**config.mk**
```make
export PLATFORM = sky130hd
export DESIGN_NAME = pulse_train_gen
export DESIGN_NICKNAME = d
export VERILOG_FILES = /design/src/rtl/pulse_train_pkg.sv /design/src/rtl/pulse_train_ch.sv /design/src/rtl/pulse_train_gen.sv
export SDC_FILE = /design/constraint.sdc
export NUM_CORES = 1
export LEC_CHECK = 0
export ABC_CLOCK_PERIOD_IN_PS = 1900
export BUFFER_PORTS_ARGS = -buffer_cell sky130_fd_sc_hd__buf_2
export CELL_PAD_IN_SITES_DETAIL_PLACEMENT = 1
export CELL_PAD_IN_SITES_GLOBAL_PLACEMENT = 1
export CORE_MARGIN = 10
export CORE_UTILIZATION = 40
export CTS_CLUSTER_DIAMETER = 60
export CTS_CLUSTER_SIZE = 16
export DETAILED_ROUTE_END_ITERATION = 12
export HOLD_SLACK_MARGIN = 0.15
export PLACE_DENSITY = 0.86
export SLEW_MARGIN = 20
export SYNTH_ARGS = -nofsm -noshare
export SYNTH_HDL_FRONTEND = slang
export SYNTH_SLANG_ARGS = --single-unit
```
**constraint.sdc**
```tcl
create_clock -name clk -period 1.9 [get_ports clk]
set_input_delay 0 -clock clk [delete_from_list [all_inputs] [get_ports clk]]
set_output_delay 0 -clock clk [all_outputs]
set_load 0.05 [all_outputs]
```
**src/rtl/pulse_train_pkg.sv**
```systemverilog
`default_nettype none
// ============================================================================
// Module      : pulse_train_pkg
// Description : Shared types and constants for the pulse train generator:
//               per-channel state encoding and the mode bit encoding.
// Revision    : 1.0 - initial release
// ============================================================================
package pulse_train_pkg;

  // Per-channel sequencing state
  typedef enum logic [1:0] {
    IDLE = 2'd0,
    HIGH = 2'd1,
    LOW  = 2'd2
  } ch_state_e;

  // Encoding of the per-channel mode input
  localparam logic c_mode_oneshot = 1'b0;
  localparam logic c_mode_cont    = 1'b1;

  // Largest supported channel count
  localparam int c_max_ch = 16;

endpackage : pulse_train_pkg
`default_nettype wire

```
**src/rtl/pulse_train_ch.sv**
```systemverilog
`default_nettype none
// ============================================================================
// Module      : pulse_train_ch
// Description : One pulse channel. Latches duration/period/mode on an
//               accepted start, then produces a one-shot pulse or a
//               continuous HIGH/LOW train until stop or reset. Optional
//               burst limit when PULSE_TRAIN_GEN_BURST_EN is defined.
// Revision    : 1.0 - initial release
// ============================================================================
module pulse_train_ch
  import pulse_train_pkg::*;
#(
  parameter int CNT_W = 8
) (
  input  logic             clk,
  input  logic             rst,
  input  logic             start,
  input  logic             stop,
  input  logic             mode,
  input  logic [CNT_W-1:0] duration,
  input  logic [CNT_W-1:0] period,
`ifdef PULSE_TRAIN_GEN_BURST_EN
  input  logic [CNT_W-1:0] burst_len,
`endif
  output logic             pulse,
  output logic             active,
  output logic             cfg_err
);

  localparam logic [CNT_W-1:0] c_one = CNT_W'(1);

  ch_state_e        state_q, state_d;
  logic [CNT_W-1:0] cnt_q, cnt_d;     // phase within the period, 1..P
  logic [CNT_W-1:0] dur_q, dur_d;     // latched high time
  logic [CNT_W-1:0] per_q, per_d;     // latched period
  logic             mode_q, mode_d;
  logic             pulse_q, pulse_d;
  logic             active_q, active_d;
  logic             cfg_err_q, cfg_err_d;
  logic             w_cfg_bad;
  logic             w_last_pulse;

`ifdef PULSE_TRAIN_GEN_BURST_EN
  logic [CNT_W-1:0] burst_q, burst_d;  // latched burst length, 0 = unlimited
  logic [CNT_W-1:0] bcnt_q, bcnt_d;    // completed pulses in this burst
`endif

  // Start is rejected for a zero high time or a high time beyond the period
  assign w_cfg_bad = (duration == '0) || (duration > period);

`ifdef PULSE_TRAIN_GEN_BURST_EN
  assign w_last_pulse = (burst_q != '0) && (bcnt_q == (burst_q - c_one));
`else
  assign w_last_pulse = 1'b0;
`endif

  // Next-state, counter and shadow-register update
  always_comb begin
    state_d   = state_q;
    cnt_d     = cnt_q;
    dur_d     = dur_q;
    per_d     = per_q;
    mode_d    = mode_q;
    cfg_err_d = 1'b0;
`ifdef PULSE_TRAIN_GEN_BURST_EN
    burst_d   = burst_q;
    bcnt_d    = bcnt_q;
`endif

    case (state_q)
      IDLE: begin
        // stop in the same cycle cancels the start silently
        if (start && !stop) begin
          if (w_cfg_bad) begin
            cfg_err_d = 1'b1;
          end else begin
            state_d = HIGH;
            cnt_d   = c_one;
            dur_d   = duration;
            per_d   = period;
            mode_d  = mode;
`ifdef PULSE_TRAIN_GEN_BURST_EN
            burst_d = burst_len;
            bcnt_d  = '0;
`endif
          end
        end
      end

      HIGH: begin
        if (stop) begin
          state_d = IDLE;
          cnt_d   = '0;
        end else if (cnt_q == dur_q) begin
          if (mode_q == c_mode_oneshot || w_last_pulse) begin
            state_d = IDLE;
            cnt_d   = '0;
          end else begin
`ifdef PULSE_TRAIN_GEN_BURST_EN
            if (burst_q != '0) begin
              bcnt_d = bcnt_q + c_one;
            end
`endif
            // P == D: no low phase, restart the high phase directly
            if (per_q == dur_q) begin
              cnt_d = c_one;
            end else begin
              state_d = LOW;
              cnt_d   = cnt_q + c_one;
            end
          end
        end else begin
          cnt_d = cnt_q + c_one;
        end
      end

      LOW: begin
        if (stop) begin
          state_d = IDLE;
          cnt_d   = '0;
        end else if (cnt_q == per_q) begin
          state_d = HIGH;
          cnt_d   = c_one;
        end else begin
          cnt_d = cnt_q + c_one;
        end
      end

      default: begin
        state_d = IDLE;
        cnt_d   = '0;
      end
    endcase

    pulse_d  = (state_d == HIGH);
    active_d = (state_d != IDLE);
  end

  // State, counters, shadow registers and registered outputs
  always_ff @(posedge clk) begin
    if (rst) begin
      state_q   <= IDLE;
      cnt_q     <= '0;
      dur_q     <= '0;
      per_q     <= '0;
      mode_q    <= c_mode_oneshot;
      pulse_q   <= 1'b0;
      active_q  <= 1'b0;
      cfg_err_q <= 1'b0;
`ifdef PULSE_TRAIN_GEN_BURST_EN
      burst_q   <= '0;
      bcnt_q    <= '0;
`endif
    end else begin
      state_q   <= state_d;
      cnt_q     <= cnt_d;
      dur_q     <= dur_d;
      per_q     <= per_d;
      mode_q    <= mode_d;
      pulse_q   <= pulse_d;
      active_q  <= active_d;
      cfg_err_q <= cfg_err_d;
`ifdef PULSE_TRAIN_GEN_BURST_EN
      burst_q   <= burst_d;
      bcnt_q    <= bcnt_d;
`endif
    end
  end

  assign pulse   = pulse_q;
  assign active  = active_q;
  assign cfg_err = cfg_err_q;

endmodule : pulse_train_ch
`default_nettype wire

```
**src/rtl/pulse_train_gen.sv**
```systemverilog
`default_nettype none
// ============================================================================
// Module      : pulse_train_gen
// Description : NUM_CH independent pulse/pulse-train channels sharing one
//               clock. Configuration buses are packed CNT_W bits per channel.
//               Define PULSE_TRAIN_GEN_BURST_EN to add the burst_len input.
// Revision    : 1.0 - initial release
// ============================================================================
module pulse_train_gen
  import pulse_train_pkg::*;
#(
  parameter int NUM_CH = 4,
  parameter int CNT_W  = 8
) (
  input  logic                    clk,
  input  logic                    rst,
  input  logic [NUM_CH-1:0]       start,
  input  logic [NUM_CH-1:0]       stop,
  input  logic [NUM_CH-1:0]       mode,
  input  logic [NUM_CH*CNT_W-1:0] duration,
  input  logic [NUM_CH*CNT_W-1:0] period,
`ifdef PULSE_TRAIN_GEN_BURST_EN
  input  logic [NUM_CH*CNT_W-1:0] burst_len,
`endif
  output logic [NUM_CH-1:0]       pulse,
  output logic [NUM_CH-1:0]       active,
  output logic [NUM_CH-1:0]       cfg_err
);

  // Channel i owns bit i of the control buses and field i of the packed buses
  for (genvar i = 0; i < NUM_CH; i++) begin : g_ch
    pulse_train_ch #(
      .CNT_W (CNT_W)
    ) u_ch (
      .clk       (clk),
      .rst       (rst),
      .start     (start[i]),
      .stop      (stop[i]),
      .mode      (mode[i]),
      .duration  (duration[i*CNT_W +: CNT_W]),
      .period    (period[i*CNT_W +: CNT_W]),
`ifdef PULSE_TRAIN_GEN_BURST_EN
      .burst_len (burst_len[i*CNT_W +: CNT_W]),
`endif
      .pulse     (pulse[i]),
      .active    (active[i]),
      .cfg_err   (cfg_err[i])
    );
  end : g_ch

endmodule : pulse_train_gen
`default_nettype wire
```
==> results by group, run 1 <==
Timing
  – Final period utilization: 113%
  – Slew Viols, Final: 0
  – Slew headroom: roughly two thirds
  – Setup Viol. Count Final: 26
  – Final hold violation count: 0
  – Clock Skew: about 0.011 ns
  – Tmin final: 2.15 ns
  – Slew @ Worst Pin: between 0.5 and 0.6 ns
  – Post-route setup slack: -0.252 ns
  – Peak Freq: around 0.46 GHz
  – RSZ-0062 raised after global routing: yes

Yosys
  – Post-Syn Instances: between 800 and 900
  – Post-Synthesis Net Count: 978
  – Yosys reg bits: between 100 and 150
  – Syn_area_per_cell: about 8.4 um^2
  – Area contributors post-synth: dfxtp_1, xnor2_1, ha_1
  – Sequential fraction of the synthesis area: 33.0%
  – Dominant cell type by area after synthesis: dfxtp_1
  – Synth warn: 0
  – Netlist cell types: 65
  – Number of synthesized flops with an enable pin: 0
  – Synthesized area: about 7300 um^2
  – Top FF cell, synth: dfxtp_1
  – Yosys top cell area share: between 30 and 40%
  – Share of flip-flops with an asynchronous set or reset: 0%

Detailed routing
  – DR WL/cell: 22.0 um
  – DR vias/cell: approximately 5.7
  – Antenna Nets Post-Route: 0
  – Drt drc: 0
  – First-pass iteration count of the detailed router: 4
  – Vias: ~7600
  – Initial DRC count: between 400 and 500
  – Final wirelength: slightly below 30000 um

Pwr
  – Worst vdd ir: 0.799 mV
  – P_leak: approximately 4.1 nW
  – Pwr per Cell Area: about 750 nW/um^2

GRT
  – GR Util All Layers: 22.1%
  – Number of global-route vias before repair: ~8200
  – First-pass GRT wire length: ~44000 um
  – Antenna violations before repair: 1
  – Pin count of the biggest net entering global routing: 54
  – Grt ovf: 0

Clocking
  – CTS tree: built
  – Clk sinks: between 100 and 150
  – Clk buf depth: 2
  – CTS clk-pin slew, worst paths: 0.06 ns
  – CTS Root Buffer Type: clkbuf_16
  – Skew-Pair Late Insertion Delay: between 0.4 and 0.5 ns
  – CTS Buf Count: 17
  – H-tree depth: 4

Setup path
  – Crit path launch type: flip-flop
  – Reg2reg setup slack: -0.25 ns
  – End of the worst register-to-register path: g_ch[0].u_ch.cnt_q[5]
  – Worst EP required: about 2.2 ns
  – CP arrival: roughly 2.5 ns
  – Max Fanout on Critical Path: 6
  – Crit path capture type: flip-flop
  – R2R cell count: 7
  – CP Class: flip-flop to flip-flop
  – RR Startpoint: g_ch[0].u_ch.cnt_q[1]

Hold path
  – Hold_sp: period[12]
  – WHS Path Cells: 4
  – Worst Hold End: g_ch[1].u_ch.per_q[4]
  – Hold Path Class: input pin to flip-flop

Die
  – Core ar.: about 18000 um^2
  – Initial Util: 40.6%
  – Row count: 49
  – Die area: between 20000 and 25000 um^2
  – Die Y: roughly 150 um
  – Top-level I/O count: 90
  – DIE WIDTH: about 150 um

Finish
  – Fillers: 2069
  – NumNets Final: between 1000 and 1500
  – Share of cells above drive strength 1: around 28%
  – Area growth syn-to-layout: 39.2%
  – Fin cells: approximately 1300
  – Fin util: a little under three fifths

Placement
  – GP Congestion: around 0.85
  – Placed insts: ~1200
  – Dpl hpwl: between 15000 and 20000 um
  – IO Port Bufs: slightly below 90

Run
  – Max-Cap Viols: 0

Status
  – Outcome: complete, but fails checks
  – Failing checks: negative setup slack
[area by class of cell]
type / instances / area (um^2) / share of cell area, %
Antenna cell: 1 / 2.50 / 0.0247
Timing Repair Buffer: 254 / 1990 / 19.6
Tap cell: 229 / 287 / 2.83
Inverter: 44 / 165 / 1.63
Clock inverter: 14 / 124 / 1.22
Sequential cell: 120 / 2430 / 24.0
Multi-Input combinational cell: 642 / 4690 / 46.3
Clock buffer: 18 / 439 / 4.34
[worst max path at each step]
stage	startpoint	end	slack, ns	depth (start not counted)
finish	g_ch[0].u_ch.cnt_q[1]	g_ch[0].u_ch.cnt_q[5]	-0.25	7
global route	g_ch[0].u_ch.cnt_q[0]	g_ch[0].u_ch.cnt_q[5]	-0.28	7
CTS	g_ch[0].u_ch.cnt_q[2]	g_ch[0].u_ch.cnt_q[4]	-0.004	6
detailed placement	period[31]	g_ch[3].u_ch.cnt_q[0]	-0.12	10
global placement	period[31]	g_ch[3].u_ch.cnt_q[3]	-0.04	9
floorplan	g_ch[0].u_ch.cnt_q[4]	g_ch[0].u_ch.cnt_q[4]	0.03	7
[per-layer routing]
metal  vias to the layer above  global-route usage [%]  routed length [um]
met5                         -                       0                   0
met4                         0                    11.7                1130
met3                        78                    4.30                1030
met2                       217                    39.9               15300
met1                      3744                    23.8               11500
li1                       3521                       -                   -
[kinds of logic (layout without fill, tap and decap cells)]
group	Yosys count	in the layout	synth area share, %
AND/OR/NAND/NOR	273	273	19.2
AO/OA/AOI/OAI	193	193	17.7
flip-flops	120	120	33.0
XOR/XNOR	104	104	12.5
buffers and inverters	102	330	6.40
adder cells (fa/ha/maj)	36	36	6.19
multiplexers	36	36	4.96
other	0	1	0
[layout by cell type (no fill, tap or decap), types with 8 or more instances in the layout]
cell type	count
nand2_1	49
nor3_1	8
nor2b_1	8
xnor2_1	80
a31o_2	17
o211ai_1	8
o21ai_0	23
nor2_1	68
clkbuf_16	19
dfxtp_2	19
nand3_1	35
xor2_1	14
nor4_1	22
buf_2	82
inv_1	43
nand4_1	28
ha_1	32
a31oi_1	15
nand2b_1	13
a21oi_1	46
and3_1	10
a21oi_2	11
buf_4	87
dlygate4sd3_1	74
o21ai_1	10
dfxtp_1	99
xnor2_2	8
mux2i_1	36
[worst max-delay path, stage by stage, from the launching register on]
cell and delay (ns):
dfxtp_2 0.35, xnor2_2 0.24, nand4_1 0.25, or2_4 0.32, a221oi_4 0.41, buf_4 0.20
nor2b_1 0.06, o21a_1 0.19
[cells in the mapped netlist (all sizes together), types with 3 or more instances]
library cell and n:
dfxtp 120, xnor2 88, nor2 71, a21oi 57, nand2 50, inv 43
o21ai 39, ha 36, mux2i 36, nand3 35, buf 32, nand4 28
nor4 27, clkbuf 26, a31o 17, a31oi 16, xor2 16, nand2b 14
and3 10, nor2b 9, nor3 9, o211ai 8, o21a 7, a21o 6
or2 5, a41oi 4, nor3b 4, o22ai 4, or3 4, a211oi 3
a21boi 3, a22o 3, a2bb2oi 3, o221ai 3, o2bb2ai 3
[where the power goes]
group	internal, mW	total (mW)	switching, mW	leakage (nW)
sequential	2.62	2.74	0.129	0.985
clock	1.83	3.14	1.30	0.269
combinational	0.791	1.74	0.946	2.87
[timing repair]
action | 4_1_cts | 5_1_grt
hold endpoints to repair | 86 | 0
resized for setup | 11 | 87
buffers inserted | 6 | 9
cloned | 0 | 3
pin swaps | 6 | 21
endpoints found under the setup margin | 5 | 76
hold buffers | 77 | 0
[flip-flops by register name, indices dropped and copies added, names as in the netlist]
register,count
g_ch.u_ch.per_q,32
g_ch.u_ch.state_q,8
g_ch.u_ch.dur_q,32
g_ch.u_ch.pulse,4
g_ch.u_ch.cnt_q,32
g_ch.u_ch.active,4
g_ch.u_ch.mode_q,4
g_ch.u_ch.cfg_err,4
[metrics by stage]
step | TNS [ns] | hold WS, ns | power (mW) | worst slack (ns) | area [um^2]
2_1_floorplan | 0 | 0.147 | 3.60 | 0.0305 | 7270
3_3_place_gp | -0.500 | 0.235 | 4.04 | -0.0423 | 8310
3_5_place_dp | -2.39 | 0.250 | 4.10 | -0.116 | 8310
4_1_cts | -0.00351 | 0.194 | 7.40 | -0.00351 | 9730
5_1_grt | -3.36 | 0.232 | 7.91 | -0.281 | 10100
6_report | -1.37 | 0.196 | 7.62 | -0.252 | 10100
No activity file was read; power rests on OpenSTA's default activity.
==> inputs of run 2 (changes only) <==
--- a/config.mk
+++ b/config.mk
@@ -16,6 +16,7 @@
 export DETAILED_ROUTE_END_ITERATION = 12
 export HOLD_SLACK_MARGIN = 0.15
 export PLACE_DENSITY = 0.86
+export SETUP_SLACK_MARGIN = 0.1
 export SLEW_MARGIN = 20
 export SYNTH_ARGS = -nofsm -noshare
 export SYNTH_HDL_FRONTEND = slang
==> run 2 against run 1 <==
Compared with the run above: the run still ends with negative setup slack left; clock power rose by 10%; sequential share of layout area decreased by 0.16 points; critical path depth unchanged.
==> results by group, run 2 (same netlist as run 1, synthesis figures left out) <==
Status
  – Outcome: complete, but fails checks
  – Failing checks: negative setup slack

Setup path
  – Max Fanout on Critical Path: 5
  – End of the worst register-to-register path: g_ch[0].u_ch.cnt_q[4]
  – CP peak stage delay: 0.47 ns
  – Stages on worst setup path: 7
  – Crit path capture type: flip-flop
  – Crit-path leading delay family: compound AO/OA/AOI/OAI gates
  – Worst EP required: 2.21 ns
  – RR Startpoint: g_ch[0].u_ch.per_q[2]
  – CP arrival: 2.32 ns
  – CP Class: flip-flop to flip-flop
  – CP Launch Point: g_ch[0].u_ch.per_q[2]
  – R2R cell count: 7
  – CP max-delay cell: nor4_2
  – Critical-path cell list: xor2_1, nor4_2, a21oi_2, a221oi_4, buf_6, nor3_2, a211o_1
  – Reg2reg setup slack: -0.11 ns
  – Crit path launch type: flip-flop
  – WP buf/inv: 1

Pwr
  – Internal: 5.66 mW
  – Sw Ratio: between 20% and 30%
  – Combinational Power Share: 22.3%
  – Worst vdd ir: ~0.65 mV
  – Pwr per Cell Area: just under 800 nW/um^2
  – P_leak: 4.18 nW
  – Switch Pwr: between 2 and 2.5 mW
  – Clk pwr share: a little over two fifths
  – Part of the power in registers: ~35%

Placement
  – GP Congestion: 0.857
  – IO Port Bufs: between 80 and 90
  – Placed insts: ~1200
  – Dpl hpwl: 16700 um

Detailed routing
  – Final wirelength: 30400 um
  – Drt drc: 0
  – First-pass iteration count of the detailed router: 5
  – Initial DRC count: just over 500
  – Antenna Nets Post-Route: 0
  – DR WL/cell: roughly 23 um
  – DR vias/cell: around 5.8
  – Vias: 7710

Clocking
  – CTS Buf Count: 17
  – CTS clk-pin slew, worst paths: approximately 0.060 ns
  – Skew-Pair Late Insertion Delay: 0.43 ns
  – H-tree depth: 4
  – CTS tree: built
  – CTS Root Buffer Type: clkbuf_16
  – Clk buf depth: 2
  – Clk sinks: between 100 and 150

Finish
  – Share of cells above drive strength 1: 30.4%
  – Most frequent cells in the layout: buf_2, xnor2_1, dfxtp_1, dlygate4sd3_1, buf_4
  – Top Registers: g_ch.u_ch.cnt_q (32), g_ch.u_ch.dur_q (32), g_ch.u_ch.per_q (32)
  – Fillers: around 2000
  – Area growth syn-to-layout: 41.9%
  – Fin cells: 1320
  – Commonest non-fill, non-tap cell in the layout: buf_2
  – NumNets Final: 1192
  – Fin util: ~58%

Die
  – Core ar.: 17900 um^2
  – Die area: 24000 um^2
  – Initial Util: between 40% and 50%
  – Row count: between 40 and 50
  – Die Y: approximately 150 um
  – DIE WIDTH: roughly 150 um
  – Top-level I/O count: 90

Timing
  – RSZ-0062 raised after global routing: yes
  – Setup Viol. Count Final: 7
  – Final hold violation count: 0
  – Slew Viols, Final: 0
  – Slew headroom: between 60% and 70%
  – Clock Skew: between 0.009 and 0.01 ns
  – Peak Freq: about 0.5 GHz
  – Final period utilization: 106%
  – Slew @ Worst Pin: about 0.48 ns
  – Post-route setup slack: -0.114 ns
  – Tmin final: approximately 2 ns

Hold path
  – Hold_sp: period[0]
  – Hold Path Class: input pin to flip-flop
  – Worst Hold End: g_ch[0].u_ch.per_q[0]
  – WHS Path Cells: 5

Run
  – Max-Cap Viols: 0

GRT
  – Antenna violations before repair: 1
  – Number of global-route vias before repair: 8133
  – Pin count of the biggest net entering global routing: 54
  – First-pass GRT wire length: 43500 um
  – Grt ovf: 0
  – GR Util All Layers: around 22%
==> run 2: cell types whose count changed in the layout (fill, tap and decap cells not counted), sizes merged <==
cell,previous run,this run
buf,175,172
clkbuf,20,27
dlygate4sd3,74,75
clkinvlp,4,1
dlymetal6s4s,3,2
bufinv,1,3
inv,46,43
clkinv,7,5
==> run 2: final cells by class <==
type | count | area [um^2] | share of cell area [%]
Clock inverter | 8 | 118 | 1.14
Timing Repair Buffer | 253 | 2000 | 19.4
Clock buffer | 23 | 498 | 4.82
Multi-Input combinational cell | 642 | 4780 | 46.3
Tap cell | 229 | 287 | 2.78
Antenna cell | 1 | 2.50 | 0.0242
Inverter | 44 | 165 | 1.60
Sequential cell | 120 | 2460 | 23.9
==> run 2: repair_timing <==
| item | in CTS | in global routing |
|---|---|---|
| setup buffers | 4 | 12 |
| hold buffers | 77 | 0 |
| pin swaps | 4 | 29 |
| endpoints found under the hold margin | 82 | 0 |
| gates resized for setup | 20 | 112 |
| endpoints found under the setup margin | 22 | 106 |
| gates cloned | 0 | 7 |
==> run 2: worst max-delay path by stage <==
stage                            endpoint  slack (ns)
finish              g_ch[0].u_ch.cnt_q[4]       -0.11
global route        g_ch[0].u_ch.cnt_q[4]       -0.13
CTS                 g_ch[3].u_ch.cnt_q[7]        0.04
detailed placement  g_ch[2].u_ch.dur_q[3]       -0.07
global placement    g_ch[2].u_ch.per_q[3]       0.006
floorplan           g_ch[0].u_ch.cnt_q[4]         0.1
==> run 2: power by group through the flow <==
stage	Sequential (mW)	Combinational, mW	Clock, mW
4_1_cts	2.74	1.47	3.42
3_5_place_dp	2.79	1.30	0
2_1_floorplan	2.75	0.865	0
5_1_grt	2.78	1.91	3.58
6_report	2.77	1.79	3.46
3_3_place_gp	2.78	1.23	0
==> run 2: per-stage QoR <==
step / setup TNS [ns] / setup WS [ns] / total power [mW] / hold WS, ns / instance area, um^2
after detailed placement: -1.63 / -0.0696 / 4.09 / 0.245 / 8230
after global routing: -0.616 / -0.135 / 8.27 / 0.242 / 10300
after global placement: 0 / 0.00646 / 4.01 / 0.232 / 8230
after floorplan: 0 / 0.0990 / 3.61 / 0.147 / 7290
final: -0.449 / -0.114 / 8.01 / 0.255 / 10300
after CTS: 0 / 0.0440 / 7.63 / 0.205 / 9710
==> run 2: layer usage <==
| metal | track usage, % | up-vias | part of all wire [%] |
|---|---|---|---|
| li1 | - | 3505 | - |
| met1 | 23.5 | 3861 | 39 |
| met2 | 41.4 | 252 | 53 |
| met3 | 4.66 | 92 | 3.9 |
| met4 | 10.8 | 0 | 4.0 |
| met5 | 0 | - | 0 |
==> run 2: worst min-delay path, delay by kind of cell <==
family	cells	cell delay (ns)
AOI/OAI and AO/OA	1	0.15
and+or+nand+nor	1	0.07
buffers and inverters	3	0.40
==> inputs of run 3 (changes only) <==
--- a/config.mk
+++ b/config.mk
@@ -16,6 +16,7 @@
 export DETAILED_ROUTE_END_ITERATION = 12
 export HOLD_SLACK_MARGIN = 0.15
 export PLACE_DENSITY = 0.86
+export REMOVE_ABC_BUFFERS = 1
 export SETUP_SLACK_MARGIN = 0.1
 export SLEW_MARGIN = 20
 export SYNTH_ARGS = -nofsm -noshare
==> run 3 against run 2 <==
Compared with the run above: the run still ends with negative setup slack left; die area is the same; cell count is the same; register-to-register slack lost 0.07 ns; sequential cell count is the same; core utilization shrank 1.1 points; hold slack lost 0.089 ns; power shrank 1.8%; clock skew is essentially flat; sequential share of layout area grew 0.31 points; critical path depth is the same; via count shrank 0.54%; critical endpoint unchanged.
==> results by group, run 3 (same netlist as run 1, synthesis figures left out) <==
Status
  – Outcome: complete, but fails checks
  – Failing checks: negative setup slack

Pwr
  – Internal: approximately 5.6 mW
  – P_leak: between 4 and 5 nW
  – Total power: about 7.9 mW
  – Part of the power in registers: a little over a third
  – Worst vdd ir: approximately 0.63 mV
  – Combinational Power Share: 21.8%
  – Clk pwr share: between 40% and 50%
  – Sw Ratio: between 20% and 30%
  – Switch Pwr: roughly 2.3 mW
  – Pwr per Cell Area: approximately 780 nW/um^2

Finish
  – NumNets Final: around 1200
  – Fin cells: about 1300
  – Share of cells above drive strength 1: between 20% and 30%
  – Area growth syn-to-layout: 39.1%
  – Area occupied by multi-input gates: approximately 4700 um^2
  – Register area: approximately 2400 um^2
  – Fillers: ~2100
  – Top Registers: g_ch.u_ch.cnt_q (32), g_ch.u_ch.dur_q (32), g_ch.u_ch.per_q (32)
  – Post-route cell area: between 10000 and 15000 um^2
  – Most frequent cells in the layout: buf_2, xnor2_1, dfxtp_1, buf_4, dlygate4sd3_1
  – Commonest non-fill, non-tap cell in the layout: buf_2
  – Fin util: a little under three fifths

Clocking
  – CTS clk-pin slew, worst paths: around 0.06 ns
  – CTS Buf Count: 17
  – H-tree depth: 4
  – Clk sinks: 120
  – Skew-Pair Late Insertion Delay: between 0.4 and 0.5 ns
  – Clk buf depth: 2
  – CTS Root Buffer Type: clkbuf_16
  – CTS tree: built

Die
  – Top-level I/O count: 90
  – Core ar.: approximately 18000 um^2
  – DIE WIDTH: approximately 150 um
  – Initial Util: 40.6%
  – Die area: approximately 24000 um^2
  – Row count: roughly 50
  – Die Y: around 150 um

Timing
  – Setup TNS: -0.793 ns
  – Peak Freq: 0.479 GHz
  – Fin Hold WS: between 0.15 and 0.2 ns
  – Tmin final: ~2.1 ns
  – Post-route setup slack: -0.187 ns
  – Slew headroom: a little over half
  – RSZ-0062 raised after global routing: yes
  – Final period utilization: 110%
  – Final hold violation count: 0
  – Clock Skew: 0.00968 ns
  – Slew @ Worst Pin: between 0.6 and 0.7 ns
  – Slew Viols, Final: 0
  – Setup Viol. Count Final: 6

Detailed routing
  – Antenna Nets Post-Route: 0
  – Drt drc: 0
  – Vias: approximately 7700
  – Initial DRC count: 485
  – DR vias/cell: between 5 and 6
  – Final wirelength: 29100 um
  – First-pass iteration count of the detailed router: 5
  – DR WL/cell: between 20 and 25 um

Setup path
  – Crit path capture type: flip-flop
  – CP arrival: ~2.4 ns
  – Max Fanout on Critical Path: 8
  – CP Class: flip-flop to flip-flop
  – Crit path launch type: flip-flop
  – Worst EP required: between 2 and 2.5 ns

Run
  – Max-Cap Viols: 0

Placement
  – GP Congestion: ~0.84
  – IO Port Bufs: 89
  – Pre-CTS setup slack: -0.0745 ns
  – Placed insts: between 1000 and 1500
  – Dpl cell area: 8270 um^2
  – Dpl hpwl: roughly 16000 um

Hold path
  – Hold Path Class: input pin to flip-flop

GRT
  – Pin count of the biggest net entering global routing: 38
  – Number of global-route vias before repair: roughly 8200
  – Antenna violations before repair: 1
  – First-pass GRT wire length: roughly 44000 um
  – GR Util All Layers: approximately 22%
  – Grt ovf: 0
==> run 3: critical path, cell delays in order (launching register included) <==
cell      delay (ns)
dfxtp_2         0.35
xor2_2          0.19
nor4_4          0.37
a21oi_2         0.18
a221oi_4        0.38
buf_6           0.19
nor3_1          0.05
a211o_1         0.27
==> run 3: power groups by stage <==
stage	clock network [mW]	registers (mW)	logic, mW
global placement	0	2.78	1.26
detailed placement	0	2.78	1.31
global route	3.54	2.76	1.84
CTS	3.42	2.73	1.49
floorplan	0	2.80	0.742
finish	3.40	2.75	1.72
==> run 3: final timing paths <==
path | from | end | cells after the start | slack (ns)
setup / recovery | g_ch[0].u_ch.cnt_q[5] | g_ch[0].u_ch.cnt_q[4] | 7 | -0.19
hold / removal | rst | g_ch[0].u_ch.cnt_q[4] | 4 | 0.17
setup reg to reg | g_ch[0].u_ch.cnt_q[5] | g_ch[0].u_ch.cnt_q[4] | 7 | -0.19
hold reg to reg | g_ch[2].u_ch.cnt_q[2] | g_ch[2].u_ch.cnt_q[2] | 1 | 0.53
==> run 3: repair_timing <==
action	CTS	global route
hold buffers	78	2
hold endpoints to repair	84	2
gates cloned	0	1
pin swaps	3	22
setup buffers	4	10
resized for setup	15	91
endpoints found under the setup margin	18	74
==> run 3: area by class of cell <==
type | count | area share, %
Multi-Input combinational cell | 642 | 46.3
Sequential cell | 120 | 24.2
Timing Repair Buffer | 252 | 19.0
Clock buffer | 24 | 4.86
Tap cell | 229 | 2.83
Inverter | 44 | 1.67
Clock inverter | 8 | 1.16
Antenna cell | 1 | 0.0247
==> run 3: metal layers <==
metal  GRT usage (%)  up-vias  wire length, um
met3            5.85       90             1640
met2            39.7      277            14800
met4            9.04        0             1040
met5               0        -                0
met1            24.4     3790            11600
li1                -     3511                -
